==> config.mk <==
export PLATFORM = sky130hd
export DESIGN_NAME = fb_arbiter
export DESIGN_NICKNAME = d
export VERILOG_FILES = /design/src/rtl/fb_pkg.sv /design/src/rtl/rr_arbiter.sv /design/src/rtl/fb_arbiter.sv
export SDC_FILE = /design/constraint.sdc
export NUM_CORES = 1
export LEC_CHECK = 0
export ABC_CLOCK_PERIOD_IN_PS = 4600
export BUFFER_PORTS_ARGS = -buffer_cell sky130_fd_sc_hd__clkbuf_2
export CAP_MARGIN = 20
export CORE_ASPECT_RATIO = 1.1
export CORE_MARGIN = 5
export CORE_UTILIZATION = 43
export DETAILED_ROUTE_END_ITERATION = 10
export GPL_ROUTABILITY_DRIVEN = 0
export PLACE_DENSITY = 0.82
export SYNTH_ARGS = -nofsm -noshare
export SYNTH_HDL_FRONTEND = slang
export SYNTH_SLANG_ARGS = --single-unit
export TNS_END_PERCENT = 10
==> constraint.sdc <==
create_clock -name clk -period 4.6 [get_ports clk]
set_input_delay 0.46 -clock clk [delete_from_list [all_inputs] [get_ports clk]]
set_output_delay 0.46 -clock clk [all_outputs]
set_load 0.1 [all_outputs]
==> src/rtl/fb_pkg.sv <==
// Shared types and width helpers for the framebuffer arbiter and its round-robin selector.
package fb_pkg;

    typedef enum logic [1:0] {
        SW_IDLE    = 2'd0,
        SW_PENDING = 2'd1,
        SW_SWAP    = 2'd2
    } swap_state_e;

    localparam int FB_W_DEF = 400;
    localparam int FB_H_DEF = 300;

    function automatic int coord_w(input int n);
        return (n > 1) ? $clog2(n) : 1;
    endfunction

    // One extra MSB selects which of the two buffers is addressed.
    function automatic int addr_w(input int w, input int h);
        return 1 + $clog2(w * h);
    endfunction

endpackage

==> src/rtl/rr_arbiter.sv <==
// Round-robin client selector; priority starts at the client after the last one granted.
module rr_arbiter
    import fb_pkg::*;
#(
    parameter int NUM_CLIENTS = 2,
    localparam int PTR_W = coord_w(NUM_CLIENTS)
) (
    input  logic                   clk,
    input  logic                   reset_n,
    input  logic                   en,
    input  logic [NUM_CLIENTS-1:0] req,
    output logic [NUM_CLIENTS-1:0] gnt
);

    logic [PTR_W-1:0] ptr_q, ptr_d;
    logic             found;

    // Every grant goes to a valid requester, so a grant is always a transfer.
    always_comb begin
        gnt   = '0;
        ptr_d = ptr_q;
        found = 1'b0;
        for (int k = 0; k < NUM_CLIENTS; k++) begin
            for (int i = 0; i < NUM_CLIENTS; i++) begin
                if (en && !found && req[i] && (((int'(ptr_q) + k) % NUM_CLIENTS) == i)) begin
                    gnt[i] = 1'b1;
                    found  = 1'b1;
                    ptr_d  = PTR_W'((i + 1) % NUM_CLIENTS);
                end
            end
        end
    end

    always_ff @(posedge clk or negedge reset_n) begin
        if (!reset_n) begin
            ptr_q <= '0;
        end else begin
            ptr_q <= ptr_d;
        end
    end

endmodule

==> src/rtl/fb_arbiter.sv <==
// Framebuffer RAM arbiter: scanout has absolute priority, draw clients share the rest round-robin.
// Double buffering with vblank-synchronised swap is enabled by FB_ARBITER_DOUBLE_BUFFER_EN.
module fb_arbiter
    import fb_pkg::*;
#(
    parameter int FB_W        = FB_W_DEF,
    parameter int FB_H        = FB_H_DEF,
    parameter int COLOR_BITS  = 12,
    parameter int NUM_CLIENTS = 2,
    localparam int XW     = coord_w(FB_W),
    localparam int YW     = coord_w(FB_H),
    localparam int ADDR_W = addr_w(FB_W, FB_H)
) (
    input  logic                              clk,
    input  logic                              reset_n,
    input  logic                              so_rd_en,
    input  logic [XW-1:0]                     so_rd_x,
    input  logic [YW-1:0]                     so_rd_y,
    output logic                              so_valid,
    output logic [COLOR_BITS-1:0]             so_color,
    input  logic [NUM_CLIENTS-1:0]            req_valid,
    input  logic [NUM_CLIENTS-1:0]            req_we,
    input  logic [NUM_CLIENTS*XW-1:0]         req_x,
    input  logic [NUM_CLIENTS*YW-1:0]         req_y,
    input  logic [NUM_CLIENTS*COLOR_BITS-1:0] req_wdata,
    output logic [NUM_CLIENTS-1:0]            req_ready,
    output logic [NUM_CLIENTS-1:0]            rsp_valid,
    output logic [COLOR_BITS-1:0]             rsp_rdata,
    output logic                              mem_en,
    output logic                              mem_we,
    output logic [ADDR_W-1:0]                 mem_addr,
    output logic [COLOR_BITS-1:0]             mem_wdata,
    input  logic [COLOR_BITS-1:0]             mem_rdata,
    input  logic                              vblank,
    input  logic                              swap_req,
    output logic                              swap_done,
    output logic                              front_sel
);

    localparam int LIN_W = ADDR_W - 1;

    logic                   back_sel;
    logic                   clients_ok;
    logic [NUM_CLIENTS-1:0] gnt;
    logic [XW-1:0]          sel_x;
    logic [YW-1:0]          sel_y;
    logic                   sel_we;
    logic [COLOR_BITS-1:0]  sel_wdata;
    logic                   sel_any;
    logic                   in_range;
    logic                   so_valid_q, so_valid_d;
    logic [NUM_CLIENTS-1:0] rsp_valid_q, rsp_valid_d;
    logic                   oor_q, oor_d;

    function automatic logic [LIN_W-1:0] lin_addr(input logic [XW-1:0] x, input logic [YW-1:0] y);
        return LIN_W'(y) * LIN_W'(FB_W) + LIN_W'(x);
    endfunction

    rr_arbiter #(.NUM_CLIENTS(NUM_CLIENTS)) u_rr (
        .clk     (clk),
        .reset_n (reset_n),
        .en      (reset_n & clients_ok & ~so_rd_en),
        .req     (req_valid),
        .gnt     (gnt)
    );

    always_comb begin
        sel_x     = '0;
        sel_y     = '0;
        sel_we    = 1'b0;
        sel_wdata = '0;
        for (int i = 0; i < NUM_CLIENTS; i++) begin
            if (gnt[i]) begin
                sel_x     = req_x[i*XW +: XW];
                sel_y     = req_y[i*YW +: YW];
                sel_we    = req_we[i];
                sel_wdata = req_wdata[i*COLOR_BITS +: COLOR_BITS];
            end
        end
    end

    assign sel_any  = |gnt;
    assign in_range = (32'(sel_x) < FB_W) && (32'(sel_y) < FB_H);

    // Out-of-range client reads skip the RAM but still owe a (zero) response.
    always_comb begin
        mem_en      = 1'b0;
        mem_we      = 1'b0;
        mem_addr    = '0;
        mem_wdata   = '0;
        req_ready   = '0;
        so_valid_d  = 1'b0;
        rsp_valid_d = '0;
        oor_d       = 1'b0;
        if (reset_n && so_rd_en) begin
            mem_en     = 1'b1;
            mem_addr   = {front_sel, lin_addr(so_rd_x, so_rd_y)};
            so_valid_d = 1'b1;
        end else if (sel_any) begin
            req_ready = gnt;
            mem_en    = in_range;
            mem_we    = in_range & sel_we;
            mem_addr  = {back_sel, lin_addr(sel_x, sel_y)};
            mem_wdata = sel_wdata;
            if (!sel_we) begin
                rsp_valid_d = gnt;
                oor_d       = ~in_range;
            end
        end
    end

    always_ff @(posedge clk or negedge reset_n) begin
        if (!reset_n) begin
            so_valid_q  <= 1'b0;
            rsp_valid_q <= '0;
            oor_q       <= 1'b0;
        end else begin
            so_valid_q  <= so_valid_d;
            rsp_valid_q <= rsp_valid_d;
            oor_q       <= oor_d;
        end
    end

    assign so_valid  = so_valid_q;
    assign so_color  = mem_rdata;
    assign rsp_valid = rsp_valid_q;
    assign rsp_rdata = oor_q ? '0 : mem_rdata;

`ifdef FB_ARBITER_DOUBLE_BUFFER_EN
    swap_state_e state_q, state_d;
    logic        front_q, front_d;
    logic        vblank_q;
    logic        vblank_rise;

    assign vblank_rise = vblank & ~vblank_q;

    always_ff @(posedge clk or negedge reset_n) begin
        if (!reset_n) begin
            state_q  <= SW_IDLE;
            front_q  <= 1'b0;
            vblank_q <= 1'b0;
        end else begin
            state_q  <= state_d;
            front_q  <= front_d;
            vblank_q <= vblank;
        end
    end

    // A vblank edge coinciding with swap_req in IDLE is not used; the swap waits for the next edge.
    always_comb begin
        state_d = state_q;
        front_d = front_q;
        case (state_q)
            SW_IDLE:    if (swap_req) state_d = SW_PENDING;
            SW_PENDING: if (vblank_rise) state_d = SW_SWAP;
            SW_SWAP: begin
                state_d = SW_IDLE;
                front_d = ~front_q;
            end
            default:    state_d = SW_IDLE;
        endcase
    end

    assign front_sel  = front_q;
    assign back_sel   = ~front_q;
    assign swap_done  = (state_q == SW_SWAP);
    assign clients_ok = (state_q != SW_SWAP);
`else
    logic swap_done_q, swap_done_d;
    logic unused_vblank;

    always_comb swap_done_d = swap_req;

    always_ff @(posedge clk or negedge reset_n) begin
        if (!reset_n) begin
            swap_done_q <= 1'b0;
        end else begin
            swap_done_q <= swap_done_d;
        end
    end

    assign front_sel     = 1'b0;
    assign back_sel      = 1'b0;
    assign swap_done     = swap_done_q;
    assign clients_ok    = 1'b1;
    assign unused_vblank = vblank;
`endif

endmodule

---- Yosys cells after proc, flatten, opt, wreduce, memory -nomap -nowiden ----
Cells that the tools add are included.
cells by class
  $add $sub $neg .......................... 3
  multipliers ............................. 2
  divide/modulo/power cells ............... 0
  magnitude comparators ................... 2
  equal/unequal tests ..................... 1
  shift operators ......................... 0
  muxes and demuxes ....................... 36
  bitwise operators ....................... 5
  reductions and logical operators ........ 20
operators by type and width
  operator                                                              number
  32-bit logical NOT                                                    2
  12-bit 2-to-1 mux                                                     5
  9-bit 2-to-1 mux                                                      4
  17-bit by 9-bit adder with 17-bit output                              2
  17-bit 2-to-1 mux                                                     2
  9-bit by 5-bit multiplier with 13-bit output (second input constant)  2
  1-bit 2-to-1 mux                                                      20
  9-bit less-than comparator (second input constant)                    2
  1-bit logical AND                                                     13
  2-bit 2-to-1 mux                                                      5
  4-bit nonzero test                                                    1
  1-bit logical NOT                                                     3
  1-bit bitwise AND                                                     2
  2-bit == test (second input constant)                                 1
  1-bit NOT                                                             2
  2-bit OR reduction                                                    1
  1-bit adder (second input constant)                                   1
  1-bit bitwise AND (first input constant)                              1
storage, ports and cells
  register bits after elaboration ......... 6
  bits in latches ......................... 0
  RAM bits ................................ 0
  ROM bits ................................ 0
  input bits .............................. 99
  output and inout bits ................... 63
  word-level logic and storage cells ...... 74
  memories kept ........................... 0

---- Depth between registers and ports, before layout ----
Gate-level depths: netlist of run 1.
  depth after elaboration ................. 27
  depth in mapped cells ................... 19
  depth with buffers taken out ............ 18

---- Cells and area by module ----
From an unflattened synthesis of run 1, not the netlist that was laid out.
unflattened totals
  cell total of the unflattened synthesis .. 432
  area, all modules ....................... 3380.7 sq um
by module, submodules not included
  module      instances  cells an instance  area each (sq um)
  fb_arbiter  1          424                3319.4
  rr_arbiter  1          8                  61.3

---- Worst setup path before layout of run 1 ----
Ideal clock, no wire load.
  path type ............................... input to output
  start point ............................. input so_rd_en
  end point ............................... output mem_addr[16]
  arrival ................................. 6393 ps
  data required time ...................... 4140 ps
  path slack .............................. -2253 ps
  cell stages on the path ................. 19
  cell sequence ........................... and2b_1 -> nand3_2 -> inv_1 -> buf_1 -> nand2_1 -> nand2_1 -> ha_1 -> ha_1 -> inv_1 -> fa_1 -> inv_1 -> ha_1 -> xnor2_1 -> nor2b_1 -> nor3b_1 -> nand3_2 -> nor4_2 -> xnor2_1 -> o22ai_1
on the way
  longest elaborated chain between the ends .. 25
RTL lines
  item                                          line              RTL
  start, declared                               fb_arbiter.sv:16  input logic so_rd_en,
  1-bit NOT                                     fb_arbiter.sv:62  .en (reset_n & clients_ok & ~so_rd_en),
  1-bit bitwise AND                             fb_arbiter.sv:62
  1-bit logical AND (2 in a row)                rr_arbiter.sv:25  if (en && !found && req[i] && (((int'(ptr_q) + k) % NUM_CLIENTS) == i)) begin
  1-bit 2-to-1 mux                              rr_arbiter.sv:25
  1-bit logical NOT                             rr_arbiter.sv:25
  1-bit logical AND (3 in a row)                rr_arbiter.sv:25
  1-bit 2-to-1 mux                              rr_arbiter.sv:25
  1-bit logical NOT                             rr_arbiter.sv:25
  [... 4 more ...]                              --
  1-bit logical NOT                             rr_arbiter.sv:25
  1-bit logical AND (3 in a row)                rr_arbiter.sv:25
  1-bit 2-to-1 mux                              rr_arbiter.sv:25
  9-bit 2-to-1 mux                              fb_arbiter.sv:73  if (gnt[i]) begin
  9-bit by 5-bit multiplier with 13-bit output  fb_arbiter.sv:56  return LIN_W'(y) * LIN_W'(FB_W) + LIN_W'(x);
  17-bit by 9-bit adder with 17-bit output      fb_arbiter.sv:56
  17-bit 2-to-1 mux                             fb_arbiter.sv:99  end else if (sel_any) begin
  17-bit 2-to-1 mux (*)                         fb_arbiter.sv:95  if (reset_n && so_rd_en) begin
  end, declared                                 fb_arbiter.sv:31  output logic [ADDR_W-1:0] mem_addr,
Every way passes the cells marked *; elsewhere a longest branch is shown, timed or not.

---- Final worst setup path of run 1 ----
  start point ............................. input so_rd_en
  end point ............................... output mem_addr[15]
Same word-level chain as after synthesis.

==> metrics, run 1 <==
EDFF count, synth=0; Core Util, Final=0.692; clk buf depth=2; Yosys warnings=0; Syn Area/Cell=7.96 um2; predominant post-synthesis flop cell=dfrtp_1; Fmax=0.207 GHz; GR met3 Demand/Resource=0.0448; router iterations before antenna repair=4; Post-Layout Cell Count=681; Startpoint Class=input port; clock-pin slew on the worst setup and hold paths=0.04 ns; R2R Setup Slk=1.77 ns; wire per inst=17.1 um; GRT busiest layer=met2; GRT met1 Usage=0.227; core region area=7350 um2; Rel. slew slack=0.462; share of cells above drive strength 1=0.478; antenna cell count=0; Core Rows=33; delay-heaviest family, CP=adder cells; CP required=4.14 ns; Net Switching=748 uW; worst skew pair latency=0.22 ns; crit-path most repeated cell=ha_4; CP endpoint kind=output port; CTS Buf Count=3; hold slack=0.143 ns; Internal Power=536 uW; Die W=92.3 um; H-tree levels=1; Place WS=-0.408 ns; DRC=0; final setup margin=-0.228 ns; final critical-path share of the clock period=1.05; Total GRT Usage=0.233; GR Layer Usage met2=0.467; placed cells=663; clk sinks=6; worst hold path type=in -> async; hold violation count in the final report=0; Via-to-Cell Ratio=5.51; top post-synthesis cells by area=ha_1 28%, xnor2_1 6.8%, fa_1 6.3%; Clk pwr share=0.061; final instance area=5080 um2; Synth cell types=55; Sw Share=0.582; Gate power share=0.893; post-synthesis async set-or-reset flop share=1.00; first-pass GRT wire length=17600 um; Detailed Place HPWL=9180 um; DRT antenna net count=0; Seq cells post-synth=6; Slew Viols, Final=0; Reg power frac=0.046; crit path max fanout=6; wirelength, routed=11600 um; slowest stage cell, crit path=fa_1; Max stage delay on crit path=0.49 ns; top cell type by total area after synthesis=ha_1; failing checks=setup timing; endpoints failing setup=5; Power Density=253 nW/um2; Area growth, synth to finish=58.8%; die footprint=9270 um2; Max-cap violations=0; minimum clock period=4.83 ns; crit-path cells=clkbuf_2, and2b_2, nand3_4, mux2_4, inv_4, ha_4, ha_4, inv_2, fa_1, inv_2, ha_4, buf_6, xnor2_4, nor2b_4, nor3b_4, buf_6, and2_4, nand4_1, xnor2_2, o22ai_4, buf_12; area share of the largest cell type after synthesis=0.281; largest net degree at the start of global routing=18; Post-Syn Area=3200 um2; initial antenna violation count=0; IO Port Bufs=158; crit path kind=in -> out; R2R Path End=oor_q; status=complete, but fails checks; RSZ-0062 raised after global routing=yes; root buf cell=clkbuf_8; arrival time worst endpoint=4.37 ns; Synth Instances=402; Placed Instance Area=4500 um2; Vert. Die Dim=100 um; Via Count=3754; Hold-fix buffers, CTS=0; WP buf/inv=7; reg2reg path depth=15; CTS tree=yes; initial drt markers=152; register area share after synthesis=0.0469; starting density of the core=0.435; vias in the first global route=3880; Leak=0.00269 uW; RR Startpoint=u_rr.ptr_q; worst-margin pin slew=0.805 ns; Setup Skew=0.000738 ns; total global routing overflow=0; VDD IR max=0.247 mV; Final nets=777; I/O Pins=162
[routing by layer]
metal,up-vias,part of all wire
li1,1773,-
met1,1773,0.35
met2,168,0.54
met3,40,0.065
met4,0,0.042
met5,-,0
[cells in the mapped netlist, types with 2 or more instances]
cell type,n
xor2_1,13
o21a_1,3
inv_1,50
nor2b_1,17
xnor2_1,25
and2_1,3
o21bai_1,2
a21oi_1,11
nor3b_1,5
a211oi_2,2
fa_1,10
a221o_1,4
a31oi_1,5
nand3_1,10
nand2_1,33
and3_1,6
a22o_1,13
o21ai_1,2
ha_1,72
o22ai_1,14
nand2b_1,6
buf_4,14
o21ai_0,12
clkbuf_1,9
nand3_2,2
nor2_1,17
or3_1,2
a21o_1,5
dfrtp_1,6
nand4_4,2
nor3_1,3
[worst max path at each step]
stage / start / endpoint / slack (ns) / cells past startpoint
finish: so_rd_en / mem_addr[15] / -0.23 / 21
global route: so_rd_en / mem_addr[15] / -0.36 / 21
CTS: so_rd_en / mem_addr[15] / -0.08 / 20
detailed placement: so_rd_en / mem_addr[16] / -0.41 / 20
global placement: so_rd_en / mem_addr[16] / -0.31 / 20
floorplan: so_rd_en / mem_addr[10] / -0.55 / 13
[kinds of logic after synthesis]
kind of cell	Yosys count	synth area share
AND/OR/NAND/NOR	116	0.210
flip-flops	6	0.0469
other	1	0.00117
buffers and inverters	74	0.103
multiplexers	2	0.00665
AO/OA/AOI/OAI	83	0.185
XOR/XNOR	38	0.104
adder cells (fa/ha/maj)	82	0.344
[state kept, by name, summed over array words and instances (netlist names)]
register	flops
rsp_valid	2
oor_q	1
so_valid	1
swap_done	1
u_rr.ptr_q	1
[metrics by stage]
step / setup TNS (ns) / power [uW]
after floorplan: -3.28 / 848
after global routing: -1.44 / 1350
after detailed placement: -1.42 / 1110
after global placement: -1.01 / 1090
after CTS: -0.262 / 1260
final: -0.772 / 1280
[power groups by stage]
stage               logic, uW  registers, uW  clock network [uW]
finish                   1150           59.3                78.5
CTS                      1120           58.7                79.9
detailed placement       1050           59.1                   0
floorplan                 778           70.7                   0
global placement         1030           58.9                   0
global route             1210           59.5                82.2
[repair_timing]
| item | in CTS | in global routing |
|---|---|---|
| setup buffers | 13 | 2 |
| resized for setup | 61 | 13 |
| pin swaps | 29 | 10 |
| endpoints found under the setup margin | 5 | 6 |
[cell type report]
type | instances | area, um2
fill | 543 | 2270
tap | 87 | 109
multi-input combinational | 323 | 3200
clock buffer | 3 | 41.3
timing repair buffer | 212 | 1400
sequential | 6 | 150
inverter | 50 | 190
[cell usage in the layout, fill, tap and decap left out, types with 5 or more instances in the layout]
master,instances
inv_2,6
o22ai_1,7
fa_1,9
clkbuf_2,146
dfrtp_1,6
xor2_1,11
xnor2_1,20
o21ai_0,9
nor2_1,15
a21oi_1,9
a21o_1,5
a31oi_1,5
ha_1,57
and3_1,6
a22o_1,13
o22ai_4,5
clkbuf_8,5
buf_6,5
ha_4,13
nor2b_1,16
inv_1,43
buf_4,48
nand2_1,31
buf_12,11
nand3_1,10
(Power assumes the default switching activity.)
==> inputs of run 2 (changes only) <==
--- a/config.mk
+++ b/config.mk
@@ -7,9 +7,8 @@
 export LEC_CHECK = 0
 export ABC_CLOCK_PERIOD_IN_PS = 4600
 export BUFFER_PORTS_ARGS = -buffer_cell sky130_fd_sc_hd__clkbuf_2
-export CAP_MARGIN = 20
 export CORE_ASPECT_RATIO = 1.1
-export CORE_MARGIN = 5
+export CORE_MARGIN = 8
 export CORE_UTILIZATION = 43
 export DETAILED_ROUTE_END_ITERATION = 10
 export GPL_ROUTABILITY_DRIVEN = 0
==> run 2 against run 1 <==
Effect of this change:
- the flow still finishes with violations (setup timing)
- combinational power about the same
- clock skew increased by 0.0019 ns
- design area increased by 2.6%
- maximum frequency increased by 1.2%
- global-route usage decreased by 1.1 points
- first-iteration DRC count increased by 41%
- count of clock-buffer cells in the layout unchanged
- sequential power decreased by 1%
- sequential cell count unchanged
- power increased by 1.9%
- highest routed layer unchanged
==> metrics, run 2 (synthesized netlist as in run 1, its figures left out) <==
status=complete, but fails checks; failing checks=setup timing; setup tns final=-0.473 ns; Startpoint Class=input port; Area growth, synth to finish=62.9%; DRC=0; clock-pin slew on the worst setup and hold paths=0.04 ns; worst hold path type=in -> async; final setup margin=-0.171 ns; hold violation count in the final report=0; delay-heaviest family, CP=simple AND/OR/NAND/NOR gates; arrival time worst endpoint=4.31 ns; core region area=7350 um2; CP required=4.14 ns; Final nets=785; clk buf depth=2; Via Count=3780; Max-cap violations=0; commonest non-fill, non-tap cell in the layout=clkbuf_2; Core Util, Final=0.709; Leak=0.00273 uW; Fmax=0.210 GHz; initial drt markers=214; IO Port Bufs=158; Vert. Die Dim=106 um; RSZ-0062 raised after global routing=yes; crit-path cells=buf_4, and2b_2, nand3_4, inv_4, buf_4, o21ai_4, buf_6, ha_4, ha_4, inv_2, fa_1, inv_2, ha_4, buf_12, nand2b_4, a21oi_2, or3_4, xnor2_4, nor4_4, xnor2_2, o22ai_4, buf_12; largest net degree at the start of global routing=26; total global routing overflow=0; crit path max fanout=6; Total GRT Usage=0.222; Detailed Place HPWL=9800 um; Slew Viols, Final=0; antenna cell count=0; die footprint=10500 um2; Layout fillers=505; WP buf/inv=8; Max stage delay on crit path=0.51 ns; worst setup path start=reset_n; VDD IR max=0.222 mV; endpoints failing setup=4; initial antenna violation count=0; Die W=98.3 um; Critical Path Stages=22; minimum clock period=4.77 ns; crit-path most repeated cell=ha_4; starting density of the core=0.435; worst-margin pin slew=0.783 ns; I/O Pins=162; crit path kind=in -> out; Hold-fix buffers, CTS=0; Setup Skew=0.00266 ns; Via-to-Cell Ratio=5.49; commonest non-fill, non-tap cells in the layout=146 x clkbuf_2, 59 x buf_4, 55 x ha_1; wire per inst=18.1 um; slowest stage cell, crit path=fa_1; CTS tree=yes; CTS Buf Count=3; vias in the first global route=3983; root buf cell=clkbuf_8; RR Startpoint=u_rr.ptr_q; Place WS=-0.527 ns; reg2reg path depth=12; clk sinks=6; router iterations before antenna repair=4; Power Density=251 nW/um2; wirelength, routed=12500 um; CP endpoint kind=output port; Core Rows=33; worst skew pair latency=0.22 ns; final critical-path share of the clock period=1.04; DRT antenna net count=0; share of cells above drive strength 1=0.498; H-tree levels=1; Rel. slew slack=0.477; R2R Setup Slk=2.08 ns; first-pass GRT wire length=19300 um; max FFs per register=2
-- run 2: worst reg2reg max path, delay by kind of cell (launching register included) --
family          cells  cell delay [ns]
compound gates      2             0.50
simple gates        5             0.74
fa+ha+maj           1             0.19
buf+inv             4             0.63
flops               1             0.34
-- run 2: worst paths after layout --
kind	endpoint
max	mem_addr[16]
min	u_rr.ptr_q
max reg2reg	oor_q
min reg2reg	u_rr.ptr_q
max in group asynchronous	swap_done
min in group clk	swap_done
-- run 2: cell type report --
type | instances | area (um2) | area share
multi-input combinational | 323 | 3270 | 0.628
timing repair buffer | 220 | 1450 | 0.278
inverter | 50 | 193 | 0.0370
sequential | 6 | 150 | 0.0288
tap | 87 | 109 | 0.0209
clock buffer | 3 | 41.3 | 0.00792
-- run 2: per-stage QoR --
stage	instances	power (uW)	cell area, um2	hold slack, ns
finish	689	1310	5210	0.140
global route	689	1390	5210	0.137
CTS	684	1270	5020	0.144
floorplan	403	848	3290	0.164
global placement	669	1090	4540	0.370
detailed placement	669	1120	4540	0.377
-- run 2: where the power goes --
part / internal (uW) / total (uW) / switching (uW) / leakage, uW
clock: 55.9 / 75.5 / 19.6 / 0.0000216
sequential: 56.9 / 58.6 / 1.78 / 0.0000770
combinational: 441 / 1170 / 734 / 0.00263
total: 554 / 1310 / 755 / 0.00273
-- run 2: layer usage --
metal / vias to the layer above / track usage / wire (um)
met1: 1767 / 0.207 / 4190
li1: 1784 / - / -
met3: 49 / 0.0562 / 958
met4: 0 / 0.0911 / 544
met5: - / 0 / 0
met2: 180 / 0.447 / 6790
-- run 2: repair_timing --
item	in CTS	in global routing
gates resized for setup	56	25
cloned	0	0
setup endpoints to repair	6	5
pin swaps	21	17
setup buffers	12	5
==> inputs of run 3 (changes only) <==
--- a/config.mk
+++ b/config.mk
@@ -9,11 +9,12 @@
 export BUFFER_PORTS_ARGS = -buffer_cell sky130_fd_sc_hd__clkbuf_2
 export CORE_ASPECT_RATIO = 1.1
 export CORE_MARGIN = 8
-export CORE_UTILIZATION = 43
+export CORE_UTILIZATION = 44
 export DETAILED_ROUTE_END_ITERATION = 10
 export GPL_ROUTABILITY_DRIVEN = 0
-export PLACE_DENSITY = 0.82
+export PLACE_DENSITY = 0.83
 export SYNTH_ARGS = -nofsm -noshare
 export SYNTH_HDL_FRONTEND = slang
+export SYNTH_HIERARCHICAL = 1
 export SYNTH_SLANG_ARGS = --single-unit
 export TNS_END_PERCENT = 10
==> run 3 against run 2 <==
Effect of this change:
- the run still ends with setup timing left
- design area shrank 1.0%
- global-route usage shrank 2.0 points
- power shrank 4.8%
- non-clock buffer count shrank 2
- combinational power shrank 5%
- critical path depth shrank 1
- clock skew grew 0.0015 ns
- die area grew 2.7%
- register-to-register slack lost 0.07 ns
- critical path type unchanged
- largest cell class unchanged
==> metrics, run 3 <==
status=complete, but fails checks; failing checks=setup timing; Power Density=242 nW/um2; share of cells above drive strength 1=0.452; Seq cells post-synth=6; top post-synthesis cells by area=ha_1 26%, fa_1 5.3%, inv_1 4.9%; Synth Area in Compound Gates=0.232; register area share after synthesis=0.0444; DRC=0; Fmax=0.202 GHz; antenna cell count=0; root buf cell=clkbuf_8; CTS Buf Count=3; Vert. Die Dim=108 um; Synth cell types=65; predominant post-synthesis flop cell=dfrtp_1; Leak=0.00274 uW; Yosys warnings=6; starting density of the core=0.452; CP required=4.14 ns; xor/xnor share of the synthesized area=0.0803; wire per inst=16.5 um; Slew Viols, Final=0; Post-Layout Cell Count=731; arrival time worst endpoint=4.48 ns; final setup margin=-0.343 ns; I/O Pins=162; final critical-path share of the clock period=1.07; Detailed Place HPWL=9920 um; largest net degree at the start of global routing=28; Core Util, Final=0.690; Synth Instances=432; final instance area=5160 um2; core region area=7470 um2; endpoints failing setup=6; initial drt markers=196; placed cells=715; top cell type by total area after synthesis=ha_1; simple logic cell fraction of the synthesized area=0.207; worst hold path type=in -> async; Syn Area/Cell=7.83 um2; die footprint=10700 um2; clk buf depth=2; area share of the largest cell type after synthesis=0.259; Total GRT Usage=0.202; Layout fillers=556; Setup Skew=0.00417 ns; H-tree levels=1; clock-pin slew on the worst setup and hold paths=0.04 ns; EDFF count, synth=0; router iterations before antenna repair=5; Via-to-Cell Ratio=5.32; hold violation count in the final report=0; RSZ-0062 raised after global routing=yes; worst skew pair latency=0.23 ns; largest family of logic cells by synthesized area=adder cells; crit path max fanout=8; CTS tree=yes; Area growth, synth to finish=52.6%; Post-Syn Area=3380 um2; minimum clock period=4.94 ns; Core Rows=33; Synth Area in Adders=0.315; worst-margin pin slew=0.601 ns; clk sinks=6; Die W=99.6 um; Max-cap violations=0; Rel. slew slack=0.595; Startpoint Class=input port; wirelength, routed=12000 um; initial antenna violation count=0; mux share of post-synthesis cell area=0.0207; total global routing overflow=0; most frequent cell after synthesis=ha_1; CP endpoint kind=output port; commonest non-fill, non-tap cell in the layout=clkbuf_2; Post-synth top cells=70 x ha_1, 44 x inv_1, 43 x nor2_1, 20 x nand2_1, 18 x nor2b_1; max FFs per register=2; Place WS=-0.375 ns; VDD IR max=0.131 mV; IO Port Bufs=158; Via Count=3889; DRT antenna net count=0; Final nets=806; vias in the first global route=3948; Placed Instance Area=4820 um2; first-pass GRT wire length=18200 um; commonest non-fill, non-tap cells in the layout=143 x clkbuf_2, 59 x ha_1, 59 x buf_4; crit path kind=in -> out; post-synthesis async set-or-reset flop share=1.00
==> run 3: cell count changes in the layout (fill, tap and decap cells not counted), moves of 5 or more <==
cell and delta:
a21oi_1 +6, a221oi_1 +5, a22oi_1 +8, ha_4 -8
mux2i_1 +7, nand2_1 -13, nor2_1 +28, o22ai_1 -5
xnor2_1 -6
==> run 3: where the power goes <==
group	internal, uW	total, uW	switching (uW)
Clock	56.4	81.5	25.1
Sequential	56.6	59.3	2.68
Combinational	402	1110	704
==> run 3: layout make-up <==
class                           instances  area [um2]  area share
Multi-Input combinational cell        355        3220       0.625
Timing Repair Buffer                  218        1450       0.281
Inverter                               44         165      0.0320
Sequential cell                         6         150      0.0291
Tap cell                              105         131      0.0255
Clock buffer                            3        41.3     0.00800
==> run 3: kinds of logic (layout without fill, tap and decap cells) <==
group           count (synthesis)  in the layout
buf+inv                        72            265
compound gates                105            105
simple gates                  130            130
flops                           6              6
other cells                     1              2
fa+ha+maj                      80             80
xor+xnor                       31             31
mux                             7              7
==> run 3: stage by stage <==
step / hold slack [ns] / setup TNS (ns) / total power [uW]
2_1_floorplan: 0.164 / -2.22 / 864
3_3_place_gp: 0.375 / -0.831 / 1100
3_5_place_dp: 0.376 / -1.23 / 1130
4_1_cts: 0.141 / -1.27 / 1230
5_1_grt: 0.126 / -2.36 / 1330
6_report: 0.120 / -1.33 / 1250
==> run 3: critical path, stage by stage <==
cell      delay (ns)
buf_8           0.10
nor2b_4         0.14
nand2_2         0.08
a21oi_4         0.11
and2b_2         0.25
buf_6           0.14
a22o_1          0.22
ha_1            0.31
ha_1            0.29
inv_2           0.04
fa_1            0.56
inv_2           0.05
ha_4            0.25
nand3_1         0.09
nand2_1         0.11
o21a_4          0.22
o311a_1         0.30
nand4b_1        0.24
xnor2_2         0.20
o22ai_4         0.13
buf_12          0.19
==> run 3: path summary, 6_finish.rpt <==
| kind | startpoint | to | slack, ns | cells past startpoint |
|---|---|---|---|---|
| worst max-delay path | so_rd_en | mem_addr[16] | -0.34 | 21 |
| worst min-delay path | reset_n | u_rr/ptr_q | 0.12 | 2 |
| worst max register to register | u_rr/ptr_q | oor_q | 2.01 | 11 |
| worst min register to register | u_rr/ptr_q | u_rr/ptr_q | 0.53 | 1 |
| max in group asynchronous | reset_n | so_valid | 4.35 | 2 |
| min in group clk | swap_req | swap_done | 0.34 | 1 |
==> run 3: metal layers <==
metal,routed length (um),vias up,track usage
li1,-,1916,-
met1,4420,1813,0.205
met2,6590,140,0.404
met3,756,20,0.0411
met4,268,0,0.0606
met5,0,-,0
==> run 3: repair_timing <==
item                       in CTS  in global routing
setup buffers                   8                  5
setup endpoints to repair       6                  6
hold buffers                    0                  0
pin swaps                      25                 25
gates resized for setup        16                 20
